--- src/rtl/weight_loader_pkg.sv ---
// ----------------------------------------------------------------------------
// weight_loader_pkg
// Shared constants, FSM state encoding and a byte-lane merge helper for the
// layer-1 weight loader and its pack RAM.
//   DW      : weight width
//   N_ROW/N_COL/N_W : 11 x 7 = 77 weights per set
//   WPW     : weights per packed 72-bit word
//   N_WORD  : packed words per set (= weight-buffer DFF chain depth)
// Optional feature macro used by the loader: WEIGHT_PREFETCH_EN
// ----------------------------------------------------------------------------
package weight_loader_pkg;

  localparam int DW     = 8;
  localparam int N_ROW  = 11;
  localparam int N_COL  = 7;
  localparam int N_W    = N_ROW * N_COL;
  localparam int WPW    = 9;
  localparam int N_WORD = 9;
  localparam int WORD_W = WPW * DW;

  // Lowest bit of the unused lanes in the last word (slots 5..8 of word 8).
  localparam int PAD_LO = (N_W - (N_WORD - 1) * WPW) * DW;

  localparam logic [6:0] K_LAST    = 7'(N_W - 1);
  localparam logic [3:0] SLOT_LAST = 4'(WPW - 1);
  localparam logic [3:0] WORD_LAST = 4'(N_WORD - 1);

  typedef enum logic [1:0] {
    ST_FILL   = 2'd0,
    ST_SHIFT  = 2'd1,
    ST_LOADED = 2'd2,
    ST_SWAP   = 2'd3
  } state_e;

  // Replace byte lane 'slot' of 'word' with 'b'.
  function automatic logic [WORD_W-1:0] merge_lane(input logic [WORD_W-1:0] word,
                                                   input logic [3:0]        slot,
                                                   input logic [DW-1:0]     b);
    logic [WORD_W-1:0] r;
    r = word;
    r[{slot, 3'b000} +: DW] = b;
    return r;
  endfunction

endpackage

--- src/rtl/weight_loader_pack_ram.sv ---
// ----------------------------------------------------------------------------
// weight_loader_pack_ram
// 9 x 72-bit register file that assembles weight bytes into packed words.
// Ports:
//   clk, rst_n     : clock, asynchronous active-low reset (clears contents)
//   we_i           : write one byte lane
//   waddr_i        : word address 0..8
//   wslot_i        : byte lane 0..8 within the word
//   wdata_i        : byte to write
//   clr_pad_i      : zero the unused lanes of the last word (fill start)
//   raddr_i        : asynchronous read address
//   rdata_o        : word at raddr_i (0 when out of range)
// ----------------------------------------------------------------------------
module weight_loader_pack_ram
  import weight_loader_pkg::*;
(
  input  logic              clk,
  input  logic              rst_n,
  input  logic              we_i,
  input  logic [3:0]        waddr_i,
  input  logic [3:0]        wslot_i,
  input  logic [DW-1:0]     wdata_i,
  input  logic              clr_pad_i,
  input  logic [3:0]        raddr_i,
  output logic [WORD_W-1:0] rdata_o
);

  logic [WORD_W-1:0] mem_q [N_WORD];

  // Byte-lane writes and pad clearing.
  always_ff @(posedge clk or negedge rst_n) begin
    if (!rst_n) begin
      for (int w = 0; w < N_WORD; w++) begin
        mem_q[w] <= {WORD_W{1'b0}};
      end
    end else begin
      for (int w = 0; w < N_WORD; w++) begin
        if (we_i && (waddr_i == 4'(w))) begin
          mem_q[w] <= merge_lane(mem_q[w], wslot_i, wdata_i);
        end
      end
      // Pad clear is issued with byte 0, which lands in word 0, so the two
      // writes never touch the same word.
      if (clr_pad_i) begin
        mem_q[N_WORD-1][WORD_W-1:PAD_LO] <= {(WORD_W-PAD_LO){1'b0}};
      end
    end
  end

  // Asynchronous read port with out-of-range guard.
  always_comb begin
    rdata_o = {WORD_W{1'b0}};
    if (raddr_i < 4'(N_WORD)) begin
      rdata_o = mem_q[raddr_i];
    end else begin
      rdata_o = {WORD_W{1'b0}};
    end
  end

endmodule

--- src/rtl/weight_loader.sv ---
// ----------------------------------------------------------------------------
// weight_loader
// Write-side feeder for the layer-1 weight buffer. Packs 77 weight bytes
// (k = 7*row + col) into nine 72-bit words, shifts them into the buffer's
// DFF chain (word 8 first, word 0 last) and issues a one-cycle update strobe
// when the consumer allows a swap.
// Ports:
//   clk         : clock, rising edge
//   rst_n       : asynchronous reset, active low
//   w_i         : weight byte, natural order k = 0..76
//   w_valid_i   : w_i valid
//   w_ready_o   : byte accepted when w_valid_i & w_ready_o
//   swap_req_i  : level, swap allowed (consumer at pass boundary)
//   weight_o    : packed word to chain input
//   en_DFF_o    : chain shift enable
//   ud_o        : one-cycle update strobe to the current-weight array
//   loaded_o    : chain holds a complete, not-yet-swapped set
// Configuration macro: WEIGHT_PREFETCH_EN -- when defined, the next set fills
// the pack RAM while the chain waits in LOADED; otherwise filling is allowed
// only while the FSM is in FILL.
// ----------------------------------------------------------------------------
module weight_loader
  import weight_loader_pkg::*;
(
  input  logic              clk,
  input  logic              rst_n,
  input  logic [DW-1:0]     w_i,
  input  logic              w_valid_i,
  output logic              w_ready_o,
  input  logic              swap_req_i,
  output logic [WORD_W-1:0] weight_o,
  output logic              en_DFF_o,
  output logic              ud_o,
  output logic              loaded_o
);

  state_e            state_q;
  logic              ready_q, ready_d;
  logic              en_q, ud_q, loaded_q;
  logic [WORD_W-1:0] weight_q;
  logic [3:0]        idx_q;        // index of the word currently on weight_o
  logic              full_q, full_d;
  logic [3:0]        slot_q, slot_d;
  logic [3:0]        word_q, word_d;
  logic [6:0]        k_q, k_d;

  logic              xfer_s, last_s, avail_s, shift_done_s;
  logic [3:0]        rd_addr_s;
  logic [WORD_W-1:0] rdata_s, first_word_s;

  weight_loader_pack_ram u_ram (
    .clk       (clk),
    .rst_n     (rst_n),
    .we_i      (xfer_s),
    .waddr_i   (word_q),
    .wslot_i   (slot_q),
    .wdata_i   (w_i),
    .clr_pad_i (xfer_s & (k_q == 7'd0)),
    .raddr_i   (rd_addr_s),
    .rdata_o   (rdata_s)
  );

  // Handshake, RAM-full tracking and read-side word selection.
  always_comb begin
    xfer_s       = w_valid_i & ready_q;
    last_s       = xfer_s & (k_q == K_LAST);
    avail_s      = full_q | last_s;
    shift_done_s = (state_q == ST_SHIFT) & (idx_q == 4'd0);
    rd_addr_s    = WORD_LAST;
    if (state_q == ST_SHIFT) begin
      rd_addr_s = idx_q - 4'd1;
    end else begin
      rd_addr_s = WORD_LAST;
    end
    // Byte 76 is still being written when the shift starts; bypass it into
    // word 8 so the first en_DFF_o cycle can follow the last byte directly.
    first_word_s = rdata_s;
    if (last_s) begin
      first_word_s = merge_lane(rdata_s, slot_q, w_i);
    end else begin
      first_word_s = rdata_s;
    end
    // The RAM is busy from the last byte until the chain has read word 0.
    full_d = full_q;
    if (last_s) begin
      full_d = 1'b1;
    end else if (shift_done_s) begin
      full_d = 1'b0;
    end else begin
      full_d = full_q;
    end
`ifdef WEIGHT_PREFETCH_EN
    ready_d = ~full_d;
`else
    // In FILL/SWAP a full RAM always means SHIFT next, so !full_d implies
    // the FSM is (or will be) in FILL.
    ready_d = ~full_d & ((state_q == ST_FILL) | (state_q == ST_SWAP));
`endif
  end

  // Fill counters: slot wraps 8->0 and carries into word; all clear on k=76.
  always_comb begin
    slot_d = slot_q;
    word_d = word_q;
    k_d    = k_q;
    if (last_s) begin
      slot_d = 4'd0;
      word_d = 4'd0;
      k_d    = 7'd0;
    end else if (xfer_s) begin
      k_d = k_q + 7'd1;
      if (slot_q == SLOT_LAST) begin
        slot_d = 4'd0;
        word_d = word_q + 4'd1;
      end else begin
        slot_d = slot_q + 4'd1;
        word_d = word_q;
      end
    end else begin
      slot_d = slot_q;
      word_d = word_q;
      k_d    = k_q;
    end
  end

  // Fill-side state registers.
  always_ff @(posedge clk or negedge rst_n) begin
    if (!rst_n) begin
      slot_q  <= 4'd0;
      word_q  <= 4'd0;
      k_q     <= 7'd0;
      full_q  <= 1'b0;
      ready_q <= 1'b0;
    end else begin
      slot_q  <= slot_d;
      word_q  <= word_d;
      k_q     <= k_d;
      full_q  <= full_d;
      ready_q <= ready_d;
    end
  end

  // Chain FSM with registered outputs.
  always_ff @(posedge clk or negedge rst_n) begin
    if (!rst_n) begin
      state_q  <= ST_FILL;
      en_q     <= 1'b0;
      ud_q     <= 1'b0;
      loaded_q <= 1'b0;
      weight_q <= {WORD_W{1'b0}};
      idx_q    <= 4'd0;
    end else begin
      en_q     <= 1'b0;
      ud_q     <= 1'b0;
      weight_q <= {WORD_W{1'b0}};
      case (state_q)
        ST_FILL: begin
          if (avail_s) begin
            state_q  <= ST_SHIFT;
            en_q     <= 1'b1;
            weight_q <= first_word_s;
            idx_q    <= WORD_LAST;
          end else begin
            state_q <= ST_FILL;
          end
        end
        ST_SHIFT: begin
          if (idx_q == 4'd0) begin
            state_q  <= ST_LOADED;
            loaded_q <= 1'b1;
          end else begin
            state_q  <= ST_SHIFT;
            en_q     <= 1'b1;
            weight_q <= rdata_s;
            idx_q    <= idx_q - 4'd1;
          end
        end
        ST_LOADED: begin
          if (swap_req_i) begin
            state_q  <= ST_SWAP;
            ud_q     <= 1'b1;
            loaded_q <= 1'b0;
          end else begin
            state_q <= ST_LOADED;
          end
        end
        ST_SWAP: begin
          // A set prefetched during LOADED starts shifting right after ud_o.
          if (avail_s) begin
            state_q  <= ST_SHIFT;
            en_q     <= 1'b1;
            weight_q <= first_word_s;
            idx_q    <= WORD_LAST;
          end else begin
            state_q <= ST_FILL;
          end
        end
        default: begin
          state_q  <= ST_FILL;
          loaded_q <= 1'b0;
        end
      endcase
    end
  end

  assign w_ready_o = ready_q;
  assign weight_o  = weight_q;
  assign en_DFF_o  = en_q;
  assign ud_o      = ud_q;
  assign loaded_o  = loaded_q;

endmodule

--- config.mk ---
export PLATFORM = sky130hd
export DESIGN_NAME = weight_loader
export DESIGN_NICKNAME = d
export VERILOG_FILES = /design/src/rtl/weight_loader_pkg.sv /design/src/rtl/weight_loader_pack_ram.sv /design/src/rtl/weight_loader.sv
export SDC_FILE = /design/constraint.sdc
export NUM_CORES = 1
export LEC_CHECK = 0
export CORE_MARGIN = 5
export CORE_UTILIZATION = 55
export DETAILED_ROUTE_END_ITERATION = 10
export PLACE_DENSITY = 0.83
export SETUP_SLACK_MARGIN = 0.1
export SLEW_MARGIN = 15
export SYNTH_ARGS = -nofsm -noshare
export SYNTH_HDL_FRONTEND = slang
export SYNTH_SLANG_ARGS = --single-unit
export TNS_END_PERCENT = 1
--- constraint.sdc ---
create_clock -name clk -period 4.2 [get_ports clk]
set_input_delay 0.42 -clock clk [delete_from_list [all_inputs] [get_ports clk]]
set_output_delay 0.42 -clock clk [all_outputs]
set_load 0.05 [all_outputs]
# Yosys cells after proc, flatten, opt, wreduce, memory -nomap -nowiden
# Index checks and enable logic that the tools add are counted.
# Widths: inputs -> output; s select.
# classes
order_cmp	2
bitwise_logic	9
add_sub_neg	5
n_eq_ne	17
shifts	2
mux	46
reduce_logical	22
# op_table
op	count
$bwmux 72	10
$mux 72	7
$bmux 72 s4	1
$pmux 72 s2	1
$shift 8x9->72 const A	1
$shiftx 8x9->72	1
$mux 4	9
$mux 32	1
$eq 4x3->1 const B	4
$mux 7	2
$mux 1	10
$reduce_bool 2->1	5
$logic_and 1x1->1	9
$neg 7->9	1
$add 4x1->4 const B	2
$eq 4x2->1 const B	2
$eq 4x4->1 const B	2
$logic_not 4->1	2
$pmux 4 s2	1
$add 7x1->7 const B	1
$eq 7x7->1 const B	1
$logic_not 7->1	1
$pmux 2 s3	1
$reduce_and 3->1	2
other kinds (17)	26
# totals
regBits	746
wordCells	124
inputBits	12
output_inout_bits	76

# Longest topological paths before layout
# Gate-level depths: netlist of run 1.
# logic_depth
ltp_word	11
ltp_mapped	15
ltp_nobuf	8

# Hierarchy
# From an unflattened synthesis of run 1, not the netlist that was laid out.
# unflattened
cells_unflattened	2725
hier_area_um2	35790.6
# by_module_without_submodules
module	area_per_inst_um2	seq_area_each_um2	cells_per_inst	n_inst
weight_loader_pack_ram	30471.7	16215.6	2216	1
weight_loader	5318.9	2452.4	509	1

# Worst setup path before layout of run 1
# No wires, ideal clock.
# synth_timing
path_type	flip-flop to flip-flop
startpoint	reg idx_q[0]
endpoint	reg weight_q[27], in the netlist weight_o[27]
setup_time_ns	0.146
path_slack_ns	1.188
period_less_slack_ns	3.012
required_time_ns	4.054
stages_incl_launch_ff	16
arrival_time_ns	2.866
path_buffers	8
path_cell_list	dfrtp_1 > buf_2 > clkinv_1 > buf_2 > clkbuf_1 > ha_1 > buf_2 > nand2b_1 > buf_2 > buf_2 > buf_2 > clkbuf_1 > nand3_1 > a31oi_1 > a2bb2oi_1 > o22ai_1
# synth_between
elab_chain_cells	11
elab_cells_between_ends	14
classes_between	add/sub: 1; order compare: 1; mux: 10; bitwise: 1; reduce/logical: 1
# synth_rtl
item	line	rtl
start: declaration	weight_loader.sv:41	logic [3:0] idx_q;
start signal: assignment	weight_loader.sv:175	idx_q <= idx_q - 4'd1;
$sub 4x1->4	weight_loader.sv:71	rd_addr_s = idx_q - 4'd1;
$mux 4	weight_loader.sv:70	if (state_q == ST_SHIFT) begin
$not 4->5 (implied by the code)	weight_loader_pack_ram.sv:54	rdata_o = mem_q[raddr_i];
$bmux 72 s4	weight_loader_pack_ram.sv:54	
$mux 72 (implied by the code) (2 in series)	weight_loader_pack_ram.sv:54	
$mux 72	weight_loader_pack_ram.sv:53	if (raddr_i < 4'(N_WORD)) begin
$bwmux 72	weight_loader_pkg.sv:41	r[{slot, 3'b000} +: DW] = b;
$mux 72	weight_loader.sv:78	if (last_s) begin
$mux 72	weight_loader.sv:158, weight_loader.sv:189	
$pmux 72 s2 (*)	weight_loader.sv:156	case (state_q)
end signal: assignment	weight_loader.sv:155	weight_q <= {WORD_W{1'b0}};
end signal: assignment	weight_loader.sv:161	weight_q <= first_word_s;
end signal: assignment	weight_loader.sv:192	weight_q <= first_word_s;
end: declaration	weight_loader.sv:40	logic [WORD_W-1:0] weight_q;
# Mark *: on every way between the ends. The rest lies on a longest branch, timed or not. The select of a mux whose other input is x is not followed.
# A chain may end at the register's enable or synchronous reset.

# Worst setup path after layout of run 1
# layout_timing
startpoint	reg idx_q[0]
endpoint	reg weight_q[68], in the netlist weight_o[68]
# Same word-level chain as after synthesis.

==> metrics.txt, run 1 <==
# TYPE chip_impl_metric gauge
chip_impl_metric{name="resize_count_post_cts",unit=""} 0
chip_impl_metric{name="critPathRequiredTime",unit="ps"} 4630
chip_impl_info{name="family_of_cells_with_the_greatest_summed_delay_on_the_critical_path",value="compound AO/OA/AOI/OAI gates"} 1
chip_impl_metric{name="placed_cell_area",unit="um^2"} 36500
chip_impl_metric{name="number_of_antenna_violations_at_the_first_check_in_global_routing",unit=""} 4
chip_impl_metric{name="upper_clock_frequency_limit",unit="MHz"} 285
chip_impl_metric{name="fin_crit",unit="ps"} 3510
chip_impl_metric{name="cts.htree.levels",unit=""} 3
chip_impl_metric{name="setup_violations_final",unit=""} 0
chip_impl_metric{name="timing.final.crit_share",unit="%"} 83.6
chip_impl_metric{name="ys_seq_area_share",unit="%"} 53.5
chip_impl_metric{name="pin_count_of_the_biggest_net_entering_global_routing",unit=""} 121
chip_impl_metric{name="effective_utilization_at_floorplan",unit="%"} 55.4
chip_impl_metric{name="drt_pre_antenna_iters",unit=""} 10
chip_impl_metric{name="cts.sink_count",unit=""} 746
chip_impl_metric{name="synth_top_area_share",unit="%"} 53.5
chip_impl_metric{name="post_synth.cell_area_avg",unit="um^2"} 11.8
chip_impl_metric{name="worstMarginPinSlew",unit="ps"} 1130
chip_impl_metric{name="setup_total_negative_slack",unit="ps"} 0
chip_impl_metric{name="floorplan.rows",unit=""} 92
chip_impl_metric{name="final_max_slew_viol_count",unit=""} 0
chip_impl_metric{name="synth-warning-count",unit=""} 0
chip_impl_metric{name="ys_seq_elements",unit=""} 746
chip_impl_metric{name="remaining_drc_errors",unit=""} 0
chip_impl_info{name="grt_setup_unrepaired",value="no"} 1
chip_impl_info{name="clockRootBuffer",value="sky130_fd_sc_hd__clkbuf_16"} 1
chip_impl_metric{name="die_area",unit="um^2"} 68500
chip_impl_metric{name="fin_hold_ws",unit="ps"} 381
chip_impl_metric{name="final_util",unit="%"} 62.0
chip_impl_metric{name="first_global_vias",unit=""} 26337
chip_impl_metric{name="fin_cells",unit=""} 3875
chip_impl_metric{name="syn_inst",unit=""} 2968
chip_impl_metric{name="synth_enable_flop_cells",unit=""} 0
chip_impl_info{name="synth_largest_area_cell",value="sky130_fd_sc_hd__dfrtp_1"} 1
chip_impl_metric{name="min_delay_path_depth",unit=""} 3
chip_impl_info{name="min_path_type",value="input pin to register"} 1
chip_impl_info{name="crit_path_top_delay_cell",value="sky130_fd_sc_hd__dfrtp_4"} 1
chip_impl_info{name="clock_tree_from_tritoncts",value="built"} 1
chip_impl_metric{name="timing.reg2reg.worst_path_depth",unit=""} 9
chip_impl_metric{name="pre_cts_slack",unit="ps"} 826
chip_impl_metric{name="routed_wirelength_normalized_by_instance_count",unit="um"} 24.7
chip_impl_metric{name="power_leakage",unit="nW"} 18.1
chip_impl_info{name="reg_to_reg_start",value="idx_q[0]"} 1
chip_impl_metric{name="coreArea",unit="um^2"} 63000
chip_impl_info{name="run_status",value="finished, final reports clean"} 1
chip_impl_metric{name="ant_nets",unit=""} 0
chip_impl_info{name="timing.hold.worst.start",value="w_i[7]"} 1
chip_impl_metric{name="final_net_count",unit=""} 2998
chip_impl_info{name="synth.top_cells.by_count",value="sky130_fd_sc_hd__dfrtp_1, sky130_fd_sc_hd__mux2_2, sky130_fd_sc_hd__nand2_1, sky130_fd_sc_hd__clkbuf_1, sky130_fd_sc_hd__a21oi_1"} 1
chip_impl_info{name="cp-end-kind",value="register"} 1
chip_impl_metric{name="crit_fanout",unit=""} 50
chip_impl_metric{name="final_layout_size_suffix_gt1_share",unit="%"} 29.9
chip_impl_metric{name="syn-cell-area",unit="um^2"} 34900
chip_impl_metric{name="post_drt_via_cell_ratio",unit=""} 6.52
chip_impl_metric{name="grt_first_pass_wirelength",unit="mm"} 150
chip_impl_metric{name="drt-total-wl",unit="mm"} 95.6
chip_impl_metric{name="maxCapViolCount",unit=""} 0
chip_impl_metric{name="detail_placement_hpwl",unit="mm"} 60.3
chip_impl_metric{name="ff2ff_setup_slack",unit="ps"} 690
chip_impl_metric{name="design_area",unit="um^2"} 39000
chip_impl_metric{name="grt_util_all_layers",unit="%"} 27.7
chip_impl_metric{name="path_clk_slew",unit="ps"} 60
chip_impl_metric{name="power_density",unit="nW/um^2"} 572
chip_impl_metric{name="critPathMaxStageDelay",unit="ps"} 770
chip_impl_metric{name="place_inst",unit=""} 3740
chip_impl_metric{name="report.final.hold_viol_count",unit=""} 0
chip_impl_metric{name="worst_slack",unit="ps"} 688
chip_impl_info{name="startpoint_type",value="register"} 1
chip_impl_metric{name="peakVddDrop",unit="uV"} 394
chip_impl_metric{name="die_w",unit="um"} 262
chip_impl_metric{name="ios",unit=""} 88
chip_impl_info{name="most_frequent_cell_after_synthesis",value="sky130_fd_sc_hd__dfrtp_1"} 1
chip_impl_metric{name="clk_skew",unit="ps"} 29.5
chip_impl_metric{name="bufs_and_invs_on_worst_path",unit=""} 2
chip_impl_metric{name="relSlewSlack",unit="%"} 24.6
chip_impl_metric{name="syn_nets",unit=""} 2994
chip_impl_metric{name="first_iter_violations",unit=""} 2507
chip_impl_info{name="yosys_most_used_dff",value="sky130_fd_sc_hd__dfrtp_1"} 1
chip_impl_metric{name="gr-total-overflow",unit=""} 0
chip_impl_metric{name="power",unit="mW"} 22.3
chip_impl_metric{name="detailroute.via_count",unit=""} 25262
chip_impl_metric{name="cts_inserted_buffers",unit=""} 75
chip_impl_metric{name="asyncSetResetFlopFracSynth",unit="%"} 100
chip_impl_metric{name="area_delta_synth_final",unit="%"} 11.9
chip_impl_metric{name="cp_data_arrival_time",unit="ps"} 3950
chip_impl_info{name="cp_cell_sequence",value="clkinv_2 -> ha_1 -> xor2_4 -> and2_2 -> buf_12 -> a21oi_1 -> a22o_1 -> a222oi_1 -> a211oi_1"} 1
chip_impl_info{name="yosys-top-cells-area",value="sky130_fd_sc_hd__dfrtp_1, sky130_fd_sc_hd__mux2_2, sky130_fd_sc_hd__nand2_1"} 1
chip_impl_metric{name="synth_cell_type_count",unit=""} 70
chip_impl_metric{name="place.port_buffers",unit=""} 87
chip_impl_metric{name="die_height",unit="um"} 262
chip_impl_metric{name="worstSkewPairLatency",unit="ps"} 640
chip_impl_info{name="worstSetupPathType",value="register to register"} 1
chip_impl_info{name="crit-reg2reg-capture",value="weight_o[68]"} 1
chip_impl_metric{name="cts_max_path_buffers",unit=""} 3
chip_impl_info{name="worst_hold_path.endpoint",value="u_ram.mem_q[71]"} 1
chip_impl_metric{name="gp_congestion",unit=""} 0.925
[repair_timing]
action	4_1_cts	5_1_grt
setup buffers	0	0
hold buffers	1	0
hold endpoints to repair	101	0
[flip-flops by register name, summed over array words and instances (netlist names)]
signal,cells
en_DFF_o,1
full_q,1
idx_q,4
k_q,7
loaded_o,1
slot_q,4
state_q,2
u_ram.mem_q,648
ud_o,1
w_ready_o,1
weight_o,72
word_q,4
[per-layer routing]
layer	vias up	GRT usage, %	part of all wire (%)
met5	-	0.641	0.010
met2	1289	44.1	47
met4	2	12.9	4.6
met3	319	6.37	9.3
met1	12991	36.5	39
li1	10661	-	-
[cells in the final DEF, fill, tap and decap left out, drive strengths merged, types with 17 or more instances in the layout]
cell type	n
clkdlybuf4s50	78
dfrtp	746
mux2	586
nand3	94
a22o	24
nand2	398
buf	80
a21oi	116
o22ai	32
mux2i	88
a31oi	37
nor2	101
o21ai	114
clkbuf	109
a311oi	32
and2	76
a22oi	17
a211oi	84
[power by group]
part	internal, mW	switching, mW
clock	3.99	2.84
sequential	7.80	0.519
combinational	2.33	4.84
[worst max-delay path by stage]
stage / startpoint / to / slack [ps] / cells after the start
final: idx_q[0] / weight_o[68] / 690 / 9
after global routing: slot_q[1] / u_ram.mem_q[236] / 600 / 6
after CTS: idx_q[0] / weight_o[68] / 760 / 9
after detailed placement: slot_q[1] / weight_o[3] / 830 / 9
after global placement: slot_q[1] / weight_o[3] / 920 / 9
after floorplan: idx_q[0] / weight_o[27] / 1190 / 15
[logic make-up (layout without fill, tap and decap cells)]
logic type	Yosys count	count (layout)	synth area share, %
flops	746	746	53.5
simple gates	731	731	9.86
mux	690	690	22.5
compound gates	532	532	10.3
buf+inv	246	305	3.01
fa+ha+maj	14	14	0.502
xor+xnor	9	9	0.280
other cells	0	2	0
[worst reg2reg max path, cell delays in order (launching register included)]
cell	delay [ps]
sky130_fd_sc_hd__dfrtp_4	770
sky130_fd_sc_hd__clkinv_2	150
sky130_fd_sc_hd__ha_1	330
sky130_fd_sc_hd__xor2_4	270
sky130_fd_sc_hd__and2_2	490
sky130_fd_sc_hd__buf_12	410
sky130_fd_sc_hd__a21oi_1	110
sky130_fd_sc_hd__a22o_1	280
sky130_fd_sc_hd__a222oi_1	390
sky130_fd_sc_hd__a211oi_1	130
[final cells by class]
type | instances | area [um^2]
fillers | 4612 | 23900
flip-flops and latches | 746 | 18700
multi-input cells | 1976 | 15200
clock buffers | 109 | 2220
repair buffers | 159 | 1520
well taps | 846 | 1060
clock inverters | 23 | 297
inverters | 14 | 53.8
diodes | 2 | 5.00
Power figures use the tool's default switching activity.
==> run 2, diff against run 1 <==
--- a/config.mk
+++ b/config.mk
@@ -8,7 +8,7 @@
 export CORE_MARGIN = 5
 export CORE_UTILIZATION = 55
 export DETAILED_ROUTE_END_ITERATION = 10
-export PLACE_DENSITY = 0.83
+export PLACE_DENSITY = 0.86
 export SETUP_SLACK_MARGIN = 0.1
 export SLEW_MARGIN = 15
 export SYNTH_ARGS = -nofsm -noshare
==> constraint.sdc (replaced) <==
create_clock -name clk -period 2.9 [get_ports clk]
set_input_delay 0.29 -clock clk [delete_from_list [all_inputs] [get_ports clk]]
set_output_delay 0.29 -clock clk [all_outputs]
set_load 0.05 [all_outputs]
==> run 2 against run 1 <==
Cell area increased by 2.7%. Fmax rose by 26%. Critical path depth unchanged. Clock power up 41%. Die area unchanged. Final cell count is 3.2% higher. Routed wire length rose by 2.2%. Worst hold slack worse by 260 ps. Core utilization up 1.7 points. Sequential share of layout area down 1.3 points. Clock skew decreased by 8.0 ps. Critical path type unchanged. Largest cell class unchanged.
==> metrics.txt, run 2 (same netlist as run 1, synthesis figures left out) <==
# TYPE chip_impl_metric gauge
chip_impl_metric{name="final_max_slew_viol_count",unit=""} 0
chip_impl_metric{name="report.final.hold_viol_count",unit=""} 0
chip_impl_metric{name="bufs_and_invs_on_worst_path",unit=""} 3
chip_impl_metric{name="power_density",unit="nW/um^2"} 822
chip_impl_metric{name="drt_pre_antenna_iters",unit=""} 8
chip_impl_info{name="worstSetupPathType",value="register to register"} 1
chip_impl_metric{name="routed_wirelength_normalized_by_instance_count",unit="um"} 24.4
chip_impl_metric{name="setup_violations_final",unit=""} 0
chip_impl_metric{name="place.port_buffers",unit=""} 87
chip_impl_metric{name="drt-total-wl",unit="mm"} 97.7
chip_impl_metric{name="post_drt_via_cell_ratio",unit=""} 6.44
chip_impl_info{name="cp_cell_sequence",value="clkinv_2 -> ha_2 -> buf_4 -> nor2b_4 -> buf_12 -> a21oi_1 -> a22o_1 -> a222oi_1 -> a211oi_1"} 1
chip_impl_metric{name="fin_hold_ws",unit="ps"} 121
chip_impl_info{name="grt_setup_unrepaired",value="yes"} 1
chip_impl_metric{name="maxCapViolCount",unit=""} 0
chip_impl_metric{name="path_clk_slew",unit="ps"} 60
chip_impl_info{name="run_status",value="finished, final reports clean"} 1
chip_impl_info{name="min_path_type",value="input pin to register"} 1
chip_impl_metric{name="relSlewSlack",unit="%"} 36.6
chip_impl_info{name="cp-end-kind",value="register"} 1
chip_impl_metric{name="cts_max_path_buffers",unit=""} 3
chip_impl_metric{name="timing.final.crit_share",unit="%"} 96.2
chip_impl_metric{name="cts.sink_count",unit=""} 746
chip_impl_metric{name="remaining_drc_errors",unit=""} 0
chip_impl_metric{name="number_of_flip_flops_under_the_largest_register_name",unit=""} 648
chip_impl_info{name="family_of_cells_with_the_greatest_summed_delay_on_the_critical_path",value="compound AO/OA/AOI/OAI gates"} 1
chip_impl_info{name="regMostFlops",value="u_ram.mem_q"} 1
chip_impl_metric{name="die_w",unit="um"} 262
chip_impl_metric{name="worstSkewPairLatency",unit="ps"} 640
chip_impl_metric{name="upper_clock_frequency_limit",unit="MHz"} 359
chip_impl_metric{name="n_antenna_cell",unit=""} 0
chip_impl_info{name="startpoint_type",value="register"} 1
chip_impl_info{name="most_frequent_standard_cell_in_the_layout_excluding_fill_and_tap_cells",value="sky130_fd_sc_hd__dfrtp_1"} 1
chip_impl_metric{name="power_leakage",unit="nW"} 18.8
chip_impl_info{name="crit_path_top_delay_cell",value="sky130_fd_sc_hd__dfrtp_4"} 1
chip_impl_metric{name="fin_crit",unit="ps"} 2790
chip_impl_metric{name="final_net_count",unit=""} 3121
chip_impl_metric{name="cts.htree.levels",unit=""} 3
chip_impl_metric{name="first_global_vias",unit=""} 26627
chip_impl_info{name="mostFrequentLayoutCells",value="sky130_fd_sc_hd__dfrtp_1, sky130_fd_sc_hd__mux2_2, sky130_fd_sc_hd__nand2_1"} 1
chip_impl_metric{name="die_height",unit="um"} 262
chip_impl_metric{name="gr-total-overflow",unit=""} 0
chip_impl_metric{name="cts_inserted_buffers",unit=""} 75
chip_impl_metric{name="critPathRequiredTime",unit="ps"} 3390
chip_impl_metric{name="clk_skew",unit="ps"} 21.5
chip_impl_metric{name="grt_first_pass_wirelength",unit="mm"} 153
chip_impl_metric{name="critPathMaxStageDelay",unit="ps"} 540
chip_impl_metric{name="first_iter_violations",unit=""} 2891
chip_impl_metric{name="effective_utilization_at_floorplan",unit="%"} 55.4
chip_impl_metric{name="final_layout_size_suffix_gt1_share",unit="%"} 32.8
chip_impl_metric{name="peakVddDrop",unit="uV"} 754
chip_impl_metric{name="ant_nets",unit=""} 0
chip_impl_metric{name="floorplan.rows",unit=""} 92
chip_impl_metric{name="grt_util_all_layers",unit="%"} 28.4
chip_impl_metric{name="die_area",unit="um^2"} 68500
chip_impl_info{name="clockRootBuffer",value="sky130_fd_sc_hd__clkbuf_16"} 1
chip_impl_metric{name="pin_count_of_the_biggest_net_entering_global_routing",unit=""} 90
chip_impl_info{name="clock_tree_from_tritoncts",value="built"} 1
chip_impl_metric{name="setup_total_negative_slack",unit="ps"} 0
chip_impl_metric{name="cp_data_arrival_time",unit="ps"} 3280
chip_impl_metric{name="detail_placement_hpwl",unit="mm"} 61.6
chip_impl_metric{name="gp_congestion",unit=""} 0.907
chip_impl_metric{name="crit_fanout",unit=""} 23
chip_impl_metric{name="worstMarginPinSlew",unit="ps"} 944
chip_impl_metric{name="area_delta_synth_final",unit="%"} 15.0
chip_impl_metric{name="coreArea",unit="um^2"} 63000
chip_impl_metric{name="ios",unit=""} 88
chip_impl_metric{name="power",unit="mW"} 33.0
chip_impl_metric{name="detailroute.via_count",unit=""} 25773
chip_impl_metric{name="number_of_antenna_violations_at_the_first_check_in_global_routing",unit=""} 1
==> run 2: changes by cell type in the layout (fill, tap and decap cells not counted), sizes merged <==
cell	change
buf	+122
clkbuf	+6
inv	+4
bufinv	-3
clkinvlp	-3
diode	-2
==> run 2: final cells by class <==
class                           count  area (um^2)
Clock inverter                     21          189
Clock buffer                      114         2230
Fill cell                        4355        22900
Tap cell                          846         1060
Inverter                           14         53.8
Multi-Input combinational cell   1976        15300
Sequential cell                   746        18700
Timing Repair Buffer              282         2630
==> run 2: what timing repair did <==
item	4_1_cts	5_1_grt
setup buffers	0	4
hold buffers	1	0
pin swaps	0	0
endpoints found under the setup margin	4	128
endpoints found under the hold margin	43	0
gates resized for setup	1	14
==> run 2: per-stage QoR <==
step / cell area [um^2] / util, % / instances / worst slack (ps)
2_1_floorplan: 34900 / - / 2968 / 108
3_5_place_dp: 37600 / 59.7 / 3859 / 36.3
3_3_place_gp: 37600 / 59.7 / 3859 / 122
6_report: 40100 / 63.7 / 3999 / 111
4_1_cts: 40000 / 63.5 / 3995 / 94.3
5_1_grt: 40100 / 63.7 / 3999 / 69.2
==> run 2: power breakdown <==
| group | internal [mW] | switching, mW |
|---|---|---|
| combinational | 3.96 | 7.36 |
| clock | 5.50 | 4.17 |
| sequential | 11.3 | 0.660 |
==> run 2: final timing paths <==
check | cells after the start | slack, ps | to | from
max | 9 | 110 | weight_o[65] | idx_q[0]
min reg2reg | 2 | 490 | u_ram.mem_q[566] | u_ram.mem_q[566]
min | 3 | 120 | u_ram.mem_q[516] | w_i[4]
max reg2reg | 9 | 110 | weight_o[65] | idx_q[0]
min in group asynchronous | 2 | 220 | u_ram.mem_q[424] | rst_n
max in group asynchronous | 4 | 1760 | u_ram.mem_q[332] | rst_n
==> run 2: worst reg2reg max path: cells and delay by family, from the launching register on <==
kind                       cells  cell delay, ps
AOI/OAI and AO/OA              4             920
and+or+nand+nor                1             380
DFF                            1             540
adders and majority gates      1             290
buffers and inverters          3             510
==> run 2: metal layers <==
layer	up-vias	share of wire, %	track usage, %
met5	-	0	0
met4	0	4.9	14.4
met3	301	9.2	5.55
met2	1483	47	45.1
met1	13080	39	37.8
li1	10909	-	-
